--- config.mk ---
export PLATFORM = sky130hd
export DESIGN_NAME = cardinal_hazard_ctrl
export DESIGN_NICKNAME = d
export VERILOG_FILES = /design/src/rtl/cardinal_hazard_ctrl.sv
export SDC_FILE = /design/constraint.sdc
export NUM_CORES = 1
export LEC_CHECK = 0
export ABC_AREA = 0
export CAP_MARGIN = 20
export CORE_AREA = 4 4 144 146
export DETAILED_ROUTE_END_ITERATION = 12
export DIE_AREA = 0 0 148 150
export HOLD_SLACK_MARGIN = 0.12
export PLACE_DENSITY_LB_ADDON = 0.12
export SLEW_MARGIN = 15
export SYNTH_ARGS = -nofsm -noshare
export SYNTH_HDL_FRONTEND = slang
export SYNTH_SLANG_ARGS = --single-unit
--- constraint.sdc ---
create_clock -name Clock -period 2.9 [get_ports Clock]
set_input_delay 0.725 -clock Clock [delete_from_list [all_inputs] [get_ports Clock]]
set_output_delay 0.725 -clock Clock [all_outputs]
set_load 0.005 [all_outputs]
--- src/rtl/cardinal_hazard_ctrl.sv ---
// Hazard and forwarding controller for the cardinal pipeline (IF, ID, EX/MEM, WB).
// It detects load-use and ID-stage source hazards. It stalls the front end for the
// multi-cycle ALU ops (VDIV, VMOD, VSQRT). It forwards WB data to ID, merged per PPP
// lane. It also keeps a saturating count of stalled cycles.
// Data bit numbering: spec bit 0 is the MSB, so spec bit i maps to vector bit DATA_W-1-i.
//
// state | meaning
// IDLE  | no multi-cycle op in progress; a new VDIV/VMOD/VSQRT may start here
// BUSY  | multi-cycle op in progress; count holds the remaining BUSY cycles minus one
module cardinal_hazard_ctrl #(
  parameter int DATA_W   = 64,
  parameter int REG_AW   = 5,
  parameter int DIV_LAT  = 4,
  parameter int SQRT_LAT = 6,
  parameter int STAT_W   = 16
) (
  input  logic              Clock,
  input  logic              Reset,
  input  logic              id_valid,
  input  logic [5:0]        id_opcode,
  input  logic [5:0]        id_func,
  input  logic [REG_AW-1:0] id_src_a,
  input  logic [REG_AW-1:0] id_src_b,
  input  logic [REG_AW-1:0] ex_rd,
  input  logic              ex_reg_wr,
  input  logic              ex_mem_rd,
  input  logic [REG_AW-1:0] wb_rd,
  input  logic              wb_reg_wr,
  input  logic [2:0]        wb_ppp,
  input  logic [DATA_W-1:0] wb_data,
  input  logic [DATA_W-1:0] rf_a_data,
  input  logic [DATA_W-1:0] rf_b_data,
  output logic [DATA_W-1:0] opr_a,
  output logic [DATA_W-1:0] opr_b,
  output logic              stall,
  output logic              bubble_ex,
  output logic              mc_busy,
  output logic [STAT_W-1:0] stall_cnt
);

  localparam logic [5:0] OP_R_ALU = 6'b101010;
  localparam logic [5:0] OP_STORE = 6'b100001;
  localparam logic [5:0] OP_BEZ   = 6'b100010;
  localparam logic [5:0] OP_BNEZ  = 6'b100011;
  localparam logic [5:0] FN_VDIV  = 6'b001110;
  localparam logic [5:0] FN_VMOD  = 6'b001111;
  localparam logic [5:0] FN_VSQRT = 6'b010010;

  localparam int MAX_LAT = (DIV_LAT > SQRT_LAT) ? DIV_LAT : SQRT_LAT;
  localparam int CNT_W   = (MAX_LAT < 2) ? 1 : $clog2(MAX_LAT);

  typedef enum logic {IDLE, BUSY} state_t;

  state_t             state;
  logic [CNT_W-1:0]   count;
  logic               mc_done;

  logic               early;
  logic               match_a;
  logic               match_b;
  logic               hz_stall;
  logic               is_sqrt;
  logic               mc_start;
  logic               mc_go;
  logic               mc_stall;
  logic [31:0]        lat_sel;
  logic               fwd_a;
  logic               fwd_b;
  logic [DATA_W-1:0]  lane_mask;

  // Hazard detection and the multi-cycle start condition.
  always_comb begin
    early    = (id_opcode == OP_STORE) || (id_opcode == OP_BEZ) || (id_opcode == OP_BNEZ);
    match_a  = ex_reg_wr && (ex_rd == id_src_a) && (id_src_a != '0);
    match_b  = ex_reg_wr && (ex_rd == id_src_b) && (id_src_b != '0);
    hz_stall = id_valid && ((match_a && (ex_mem_rd || early)) || (match_b && ex_mem_rd));
    is_sqrt  = (id_func == FN_VSQRT);
    mc_start = id_valid && (id_opcode == OP_R_ALU) &&
               ((id_func == FN_VDIV) || (id_func == FN_VMOD) || is_sqrt);
    lat_sel  = is_sqrt ? 32'(SQRT_LAT) : 32'(DIV_LAT);
    // The hazard is resolved first; the FSM starts only in a cycle with no hazard.
    mc_go    = (state == IDLE) && mc_start && !mc_done && !hz_stall;
    mc_stall = mc_go || (state == BUSY);
    stall    = hz_stall || mc_stall;
    bubble_ex = hz_stall && !mc_stall;
    mc_busy  = (state == BUSY);
  end

  // Multi-cycle FSM. The start cycle plus LAT-1 BUSY cycles gives LAT stalled cycles.
  // mc_done then stops the held instruction from restarting the FSM.
  always_ff @(posedge Clock) begin
    if (Reset) begin
      state   <= IDLE;
      count   <= '0;
      mc_done <= 1'b0;
    end else begin
      case (state)
        IDLE: begin
          if (mc_go) begin
            if (lat_sel <= 32'd1) begin
              mc_done <= 1'b1;
            end else begin
              state <= BUSY;
              count <= CNT_W'(lat_sel - 32'd2);
            end
          end else if (!stall) begin
            mc_done <= 1'b0;
          end
        end
        BUSY: begin
          if (count == '0) begin
            state   <= IDLE;
            mc_done <= 1'b1;
          end else begin
            count <= count - 1'b1;
          end
        end
        default: state <= IDLE;
      endcase
    end
  end

  // Saturating count of stalled cycles.
  always_ff @(posedge Clock) begin
    if (Reset) begin
      stall_cnt <= '0;
    end else if (stall && (stall_cnt != '1)) begin
      stall_cnt <= stall_cnt + 1'b1;
    end
  end

  // Lane mask built from WB PPP, indexed in MSB-first spec bit order.
  always_comb begin
    lane_mask = '0;
    for (int i = 0; i < DATA_W; i++) begin
      case (wb_ppp)
        3'b001:  lane_mask[DATA_W-1-i] = (i < DATA_W/2);
        3'b010:  lane_mask[DATA_W-1-i] = (i >= DATA_W/2);
        3'b011:  lane_mask[DATA_W-1-i] = (((i / 8) % 2) == 0);
        3'b100:  lane_mask[DATA_W-1-i] = (((i / 8) % 2) == 1);
        default: lane_mask[DATA_W-1-i] = 1'b1;
      endcase
    end
  end

  // WB->ID forwarding with partial-lane merge.
  always_comb begin
    fwd_a = wb_reg_wr && (wb_rd == id_src_a) && (id_src_a != '0);
    fwd_b = wb_reg_wr && (wb_rd == id_src_b) && (id_src_b != '0);
    opr_a = fwd_a ? ((wb_data & lane_mask) | (rf_a_data & ~lane_mask)) : rf_a_data;
    opr_b = fwd_b ? ((wb_data & lane_mask) | (rf_b_data & ~lane_mask)) : rf_b_data;
  end

endmodule

==> results.md, run 1 <==
* TritonCTS buffer count at 3
* # IOs at 380
* Critical path class: in -> out
* CTS Root Cell: clkbuf_16
* Final core occ at 48.32%
* Violated checks: negative setup slack
* Core area at 19400 um2
* Reg power frac at 18.5%
* Async S/R FF share, synth at 0%
* Hold/Removal Path Class: reg -> reg
* Fill cell total of the finished layout at 1850
* Worst R2R Setup Slack at 0.52 ns
* FF-to-FF Start: mc_busy$_SDFF_PP0_
* Crit Reg-Reg Endpoint: stall_cnt[13]$_SDFFE_PP0P_
* Seq/Total Area, Yosys at 13.76%
* Final setup viols at 128
* Max VDD drop at 0.1759 mV
* Sw frac at 25.38%
* FF+latch count, synth at 21
* Most frequent cells in the layout: clkdlybuf4s50_1 (220), buf_6 (181), mux2_4 (125)
* Tmin final at 3.182 ns
* Number of synthesized flops with an enable pin at 0
* Post-DP HPWL at 18840 um
* Num rows at 51
* Pwr Density at 166.9 nW/um2
* Area growth from synthesis to final layout at 206.8%
* Pre-CTS setup slack at -1.006 ns
* Commonest non-fill, non-tap cell in the layout: clkdlybuf4s50_1
* Clock Latency Late Sink at 0.25 ns
* Sink Count at 21
* Crit end category: primary output
* DRT Pass-1 Iters at 4
* Routed WL at 23950 um
* Pleak at 4.017 nW
* Final GP Congestion at 0.9064
* Final period utilization at 109.7%
* Fin. Hold Viols at 0
* Syn Std Cell Area at 3055 um2
* Remaining Overflow, GRT at 0
* Required @ worst endpoint at 2.17 ns
* Initial antenna violation count at 7
* Clock group share of total power at 18.5%
* Logic gate share of total power at 63.0%
* Reported max-cap violation count at 0
* Cell internal pwr at 1.167 mW
* Yosys warnings at 0
* CP max FO at 6
* RSZ-0062 raised after global routing: yes
* Fmax at 314.3 MHz
* Crit path DAT at 2.46 ns
* Vias in the first global route at 5152
* WL per Instance at 22.32 um
* Clock Skew at 0.004017 ns
* Post-synth cell types at 44
* Clock buffer depth at 2
* Initial Util at 15.75%
* DR iter-0 viols at 111
* Critical path destination: opr_b[58]
* Post-DR vias/cell at 4.211
* Clock transition at the registers of the reported paths at 0.05 ns
* Ys flop type: dfxtp_1
* Residual DRC at 0
* Switching power at 396.9 uW
* Tot Pwr at 1.564 mW
* Total Nets Final at 1042
* Startpoint Class: input pin
* TritonCTS clock tree: built
* First-pass GRT wire length at 33400 um
* Storage element area at 420.4 um2
* Remaining antenna violation count at 0
* Layout cells sized above 1 at 54.41%
* Total number of vias at 4518
* Worst-Margin Slew at 0.4753 ns
* Die height at 150 um
* Worst reg-to-reg path cell count at 8
* Max-slew violations at 0
* PnR worst setup slack at -0.2821 ns
* Syn avg cell area at 9.460 um2
* Largest net degree at the start of global routing at 16
* Multi-input gate area at 3214 um2
* Total track usage at 19.93%
* Width of the die at 148 um
* Setup crit start: wb_rd[2]
* Die area at 22200 um2
* Worst slew margin at 68.21%
* H-tree depth at 1
* Post-Syn Instances at 323
* Syn Nets at 559
* Status: finished, violations left
* # port buffers at 379
-- cell type report --
type | count | share of cell area (%)
antenna | 3 | 0.08010
clock buffer | 4 | 0.8410
inverter | 6 | 0.2403
multi-input combinational | 282 | 34.29
sequential | 21 | 4.485
tap | 265 | 3.538
timing repair buffer | 492 | 56.52
-- power by group through the flow --
| stage | clock network, mW | logic (mW) | registers, mW |
|---|---|---|---|
| 6_report | 0.289 | 0.986 | 0.289 |
| 5_1_grt | 0.312 | 1.04 | 0.289 |
| 4_1_cts | 0.299 | 0.968 | 0.289 |
| 3_5_place_dp | 0 | 0.802 | 0.295 |
| 3_3_place_gp | 0 | 0.803 | 0.295 |
| 2_1_floorplan | 0 | 0.181 | 0.295 |
-- cell families after synthesis --
kind of cell | share of synthesized area, %
fa+ha+maj | 1.229
flops | 13.76
simple gates | 18.96
xor+xnor | 10.61
compound gates | 4.628
mux | 47.67
buf+inv | 3.153
-- routing by layer --
metal  part of all wire [%]  vias up  global-route usage, %  wire [um]
li1                       -     2153                      -          -
met1                     37     2164                  22.45       8803
met2                     55      179                  37.31      13070
met3                    7.2       22                  5.663       1731
met4                    1.4        0                  4.203        342
met5                      0        -                      0          0
-- critical path, stage by stage --
cell and delay [ns]:
buf_8 0.10, xnor2_2 0.14, nand4_1 0.12, a21oi_2 0.19, nand3_4 0.13, buf_6 0.15
nor2_4 0.17, clkbuf_16 0.19, buf_6 0.10, mux2_4 0.30, buf_6 0.12
-- worst min path at each step --
stage | from | to | slack [ns] | depth (start not counted)
2_1_floorplan | count[1]$_SDFFE_PP0P_ | count[1]$_SDFFE_PP0P_ | 0.43 | 2
3_3_place_gp | count[1]$_SDFFE_PP0P_ | count[1]$_SDFFE_PP0P_ | 0.44 | 2
3_5_place_dp | count[1]$_SDFFE_PP0P_ | count[1]$_SDFFE_PP0P_ | 0.45 | 2
4_1_cts | count[1]$_SDFFE_PP0P_ | count[1]$_SDFFE_PP0P_ | 0.46 | 2
5_1_grt | count[1]$_SDFFE_PP0P_ | count[1]$_SDFFE_PP0P_ | 0.48 | 2
6_report | count[1]$_SDFFE_PP0P_ | count[1]$_SDFFE_PP0P_ | 0.46 | 2
-- sequential cells by signal (all words and copies together) (netlist names) --
signal and flops:
stall_cnt 16, count 3, mc_busy 1, mc_done 1
-- Yosys cell counts (5+ instances only) --
master     n  area share (%)
nor3_2     7             2.3
nor2b_1    5             1.0
nor2_1    34             4.2
nand2_1    5            0.61
xnor2_1   33             9.5
a21oi_1   10             1.6
dfxtp_1   21              14
mux2_2   128              47
nand4_1    7             1.4
inv_1      6            0.74
buf_2      8             1.3
nand3_1    9             1.5
-- metrics by stage --
stage	std cells	TNS (ns)	cell area (um2)	hold slack (ns)
floorplan	323	-0.5295	3055	0.4319
global placement	988	-121.30	7470	0.4421
detailed placement	988	-120.25	7470	0.4522
CTS	1075	-23.51	9273	0.4597
global route	1073	-38.77	9373	0.4846
finish	1073	-24.96	9373	0.4572
-- timing repair --
item                                   in CTS  in global routing
hold buffers                                0                  0
setup buffers                              76                  6
endpoints found under the hold margin       0                  0
gates cloned                                7                  1
setup endpoints to repair                 133                131
resized for setup                         917                 78
pin swaps                                  24                 15
No activity file was read; power rests on OpenSTA's default activity.
==> inputs of run 2 (changes only) <==
--- a/config.mk
+++ b/config.mk
@@ -12,6 +12,8 @@
 export DIE_AREA = 0 0 148 150
 export HOLD_SLACK_MARGIN = 0.12
 export PLACE_DENSITY_LB_ADDON = 0.12
+export REMOVE_ABC_BUFFERS = 1
+export SKIP_CTS_REPAIR_TIMING = 1
 export SLEW_MARGIN = 15
 export SYNTH_ARGS = -nofsm -noshare
 export SYNTH_HDL_FRONTEND = slang
==> run 2 against run 1 <==
The run still ends with negative setup slack left. Via count grew 1.2%. Sequential share of layout area hardly changed. Worst setup slack got worse by 0.065 ns. Count of clock-buffer cells in the layout is the same. Global-route usage fell by 2.6 points. Sequential power is essentially flat. Cell area shrank 0.60%. Register-to-register slack better by 0.04 ns. Largest power group unchanged. Clock power about the same. First-iteration DRC count shrank 8.1%. Critical path type unchanged. Routed wire length down 5.1%. Combinational power is 5.4% lower.
==> results.md, run 2 (synthesized netlist as in run 1, its figures left out) <==
* Status: finished, violations left (unchanged)
* Violated checks: negative setup slack (unchanged)
* Largest net degree at the start of global routing at 17 (was 16)
* Clock transition at the registers of the reported paths at 0.05 ns (about the same)
* Largest Register: stall_cnt (unchanged)
* Tot Pwr at 1.515 mW (was 1.564 mW)
* Initial Util at 15.75% (unchanged)
* Max VDD drop at 0.1791 mV (was 0.1759 mV)
* CP max FO at 5 (was 6)
* Sink Count at 21 (unchanged)
* Die height at 150 um (unchanged)
* Minimum hold slack at 0.4505 ns (was 0.4572 ns)
* Crit Reg-Reg Endpoint: stall_cnt[13]$_SDFFE_PP0P_ (unchanged)
* Die area at 22200 um2 (unchanged)
* Met1 Use GR at 18.03% (was 22.45%)
* Total number of vias at 4570 (was 4518)
* Hold path startpoint: count[1]$_SDFFE_PP0P_ (unchanged)
* Multi-input gate area at 3163 um2 (was 3214 um2)
* Hold/Removal Path Class: reg -> reg (unchanged)
* Critical path class: in -> out (unchanged)
* Residual DRC at 0 (unchanged)
* Total track usage at 17.30% (was 19.93%)
* Commonest non-fill, non-tap cell in the layout: clkdlybuf4s50_1 (unchanged)
* Fin. Hold Viols at 0 (unchanged)
* Layout cells sized above 1 at 54.90% (was 54.41%)
* Worst-Margin Slew at 0.3880 ns (was 0.4753 ns)
* Crit path DAT at 2.52 ns (was 2.46 ns)
* Num rows at 51 (unchanged)
* Post-DR vias/cell at 4.174 (was 4.211)
* Remaining Overflow, GRT at 0 (unchanged)
* Area growth from synthesis to final layout at 204.9% (was 206.8%)
* CTS Root Cell: clkbuf_16 (unchanged)
* PnR worst setup slack at -0.3476 ns (was -0.2821 ns)
* RSZ-0062 raised after global routing: yes (unchanged)
* Worst slew margin at 74.08% (was 68.21%)
* Core area at 19400 um2 (unchanged)
* Global-route layer with the greatest usage: met2 (unchanged)
* Reported max-cap violation count at 0 (unchanged)
* Storage element area at 420.4 um2 (unchanged)
* Final setup viols at 128 (unchanged)
* TritonCTS buffer count at 3 (unchanged)
* DR iter-0 viols at 102 (was 111)
* Crit end category: primary output (unchanged)
* Met2 Usage GRT at 32.40% (was 37.31%)
* Fmax at 307.9 MHz (was 314.3 MHz)
* First-pass GRT wire length at 29180 um (was 33400 um)
* Worst Hold Path EP: count[1]$_SDFFE_PP0P_ (unchanged)
* Vias in the first global route at 4680 (was 5152)
* Largest registers: stall_cnt x16, count x3 (unchanged)
* Most frequent cells in the layout: clkdlybuf4s50_1 (219), buf_6 (144), mux2_4 (110) (was clkdlybuf4s50_1 (220), buf_6 (181), mux2_4 (125))
* Tmin final at 3.248 ns (was 3.182 ns)
* Worst reg-to-reg path cell count at 8 (unchanged)
* Routed WL at 22740 um (was 23950 um)
* DRT Pass-1 Iters at 5 (was 4)
* WL per Instance at 20.76 um (was 22.32 um)
* Required @ worst endpoint at 2.17 ns (about the same)
* Clock buffer depth at 2 (unchanged)
* FF-to-FF Start: mc_busy$_SDFF_PP0_ (unchanged)
* Total Nets Final at 1064 (was 1042)
* Remaining antenna violation count at 0 (unchanged)
* Fill cell total of the finished layout at 1869 (was 1850)
* Max-slew violations at 0 (unchanged)
* Final period utilization at 112.0% (was 109.7%)
* TritonCTS clock tree: built (unchanged)
* Pleak at 4.162 nW (was 4.017 nW)
* Post-DP HPWL at 18200 um (was 18840 um)
* Startpoint Class: input pin (unchanged)
* Final core occ at 48.03% (was 48.32%)
* Clock Skew at 0.005767 ns (was 0.004017 ns)
* Width of the die at 148 um (unchanged)
* Initial antenna violation count at 5 (was 7)
* Met3 usage at 6.541% (was 5.663%)
* Hold path depth at 2 (unchanged)
* Clock Latency Late Sink at 0.25 ns (about the same)
* Pwr Density at 162.6 nW/um2 (was 166.9 nW/um2)
* H-tree depth at 1 (unchanged)
* Setup tns final at -25.24 ns (was -24.96 ns)
* # port buffers at 379 (unchanged)
* # IOs at 380 (unchanged)
* Worst R2R Setup Slack at 0.56 ns (was 0.52 ns)
* Final GP Congestion at 0.9534 (was 0.9064)
* Largest register FFs at 16 (unchanged)
==> run 2: cell types whose count changed in the layout (fill, tap and decap cells not counted), moves of 2 or more <==
| cell | previous run | this run |
|---|---|---|
| buf_4 | 35 | 53 |
| dlymetal6s2s_1 | 3 | 24 |
| dlygate4sd2_1 | 12 | 0 |
| buf_12 | 12 | 14 |
| mux2_2 | 4 | 19 |
| clkbuf_2 | 5 | 45 |
| buf_6 | 181 | 144 |
| buf_2 | 2 | 0 |
| mux2_4 | 125 | 110 |
| a21oi_2 | 2 | 4 |
| buf_8 | 16 | 10 |
==> run 2: final cells by class <==
cell class | count | share of cell area [%]
Clock buffer | 4 | 0.8461
Inverter | 6 | 0.2417
Multi-Input combinational cell | 282 | 33.95
Timing Repair Buffer | 514 | 56.81
Sequential cell | 21 | 4.512
Antenna cell | 3 | 0.08058
Tap cell | 265 | 3.559
==> run 2: where the power goes <==
group	internal, mW	total, mW	switching, mW	leakage, nW
clock network	0.187	0.292	0.105	0.0382
registers	0.289	0.289	0.000194	0.169
logic	0.654	0.933	0.280	3.96
==> run 2: critical path, cell delays in order <==
cell       delay [ns]
buf_8            0.11
xnor2_2          0.15
nand4_1          0.13
a21oi_2          0.18
nand3_4          0.11
buf_6            0.14
nor2_4           0.17
clkbuf_16        0.17
buf_6            0.09
buf_6            0.10
mux2_4           0.32
buf_6            0.12
==> run 2: how the worst max path moves through the flow <==
stage / from / endpoint / slack [ns] / cells past startpoint
floorplan: wb_rd[3] / opr_b[0] / -0.17 / 6
global placement: id_src_a[0] / opr_a[42] / -1.01 / 9
detailed placement: wb_rd[0] / opr_b[0] / -1.01 / 9
CTS: id_src_a[0] / opr_a[42] / -1.03 / 9
global route: id_src_a[1] / opr_a[0] / -0.47 / 12
finish: id_src_a[1] / opr_a[0] / -0.35 / 12
==> run 2: metal layers <==
layer / routed length (um) / vias up
met5: 26 / -
met4: 569 / 4
met2: 12430 / 195
met1: 7756 / 2151
li1: - / 2188
met3: 1953 / 32
==> run 2: per-stage QoR <==
stage	worst slack (ns)	instance area, um2	instances
finish	-0.3476	9316	1095
global route	-0.4706	9316	1095
CTS	-1.026	7569	996
detailed placement	-1.008	7490	992
global placement	-1.015	7490	992
floorplan	-0.1712	2982	309
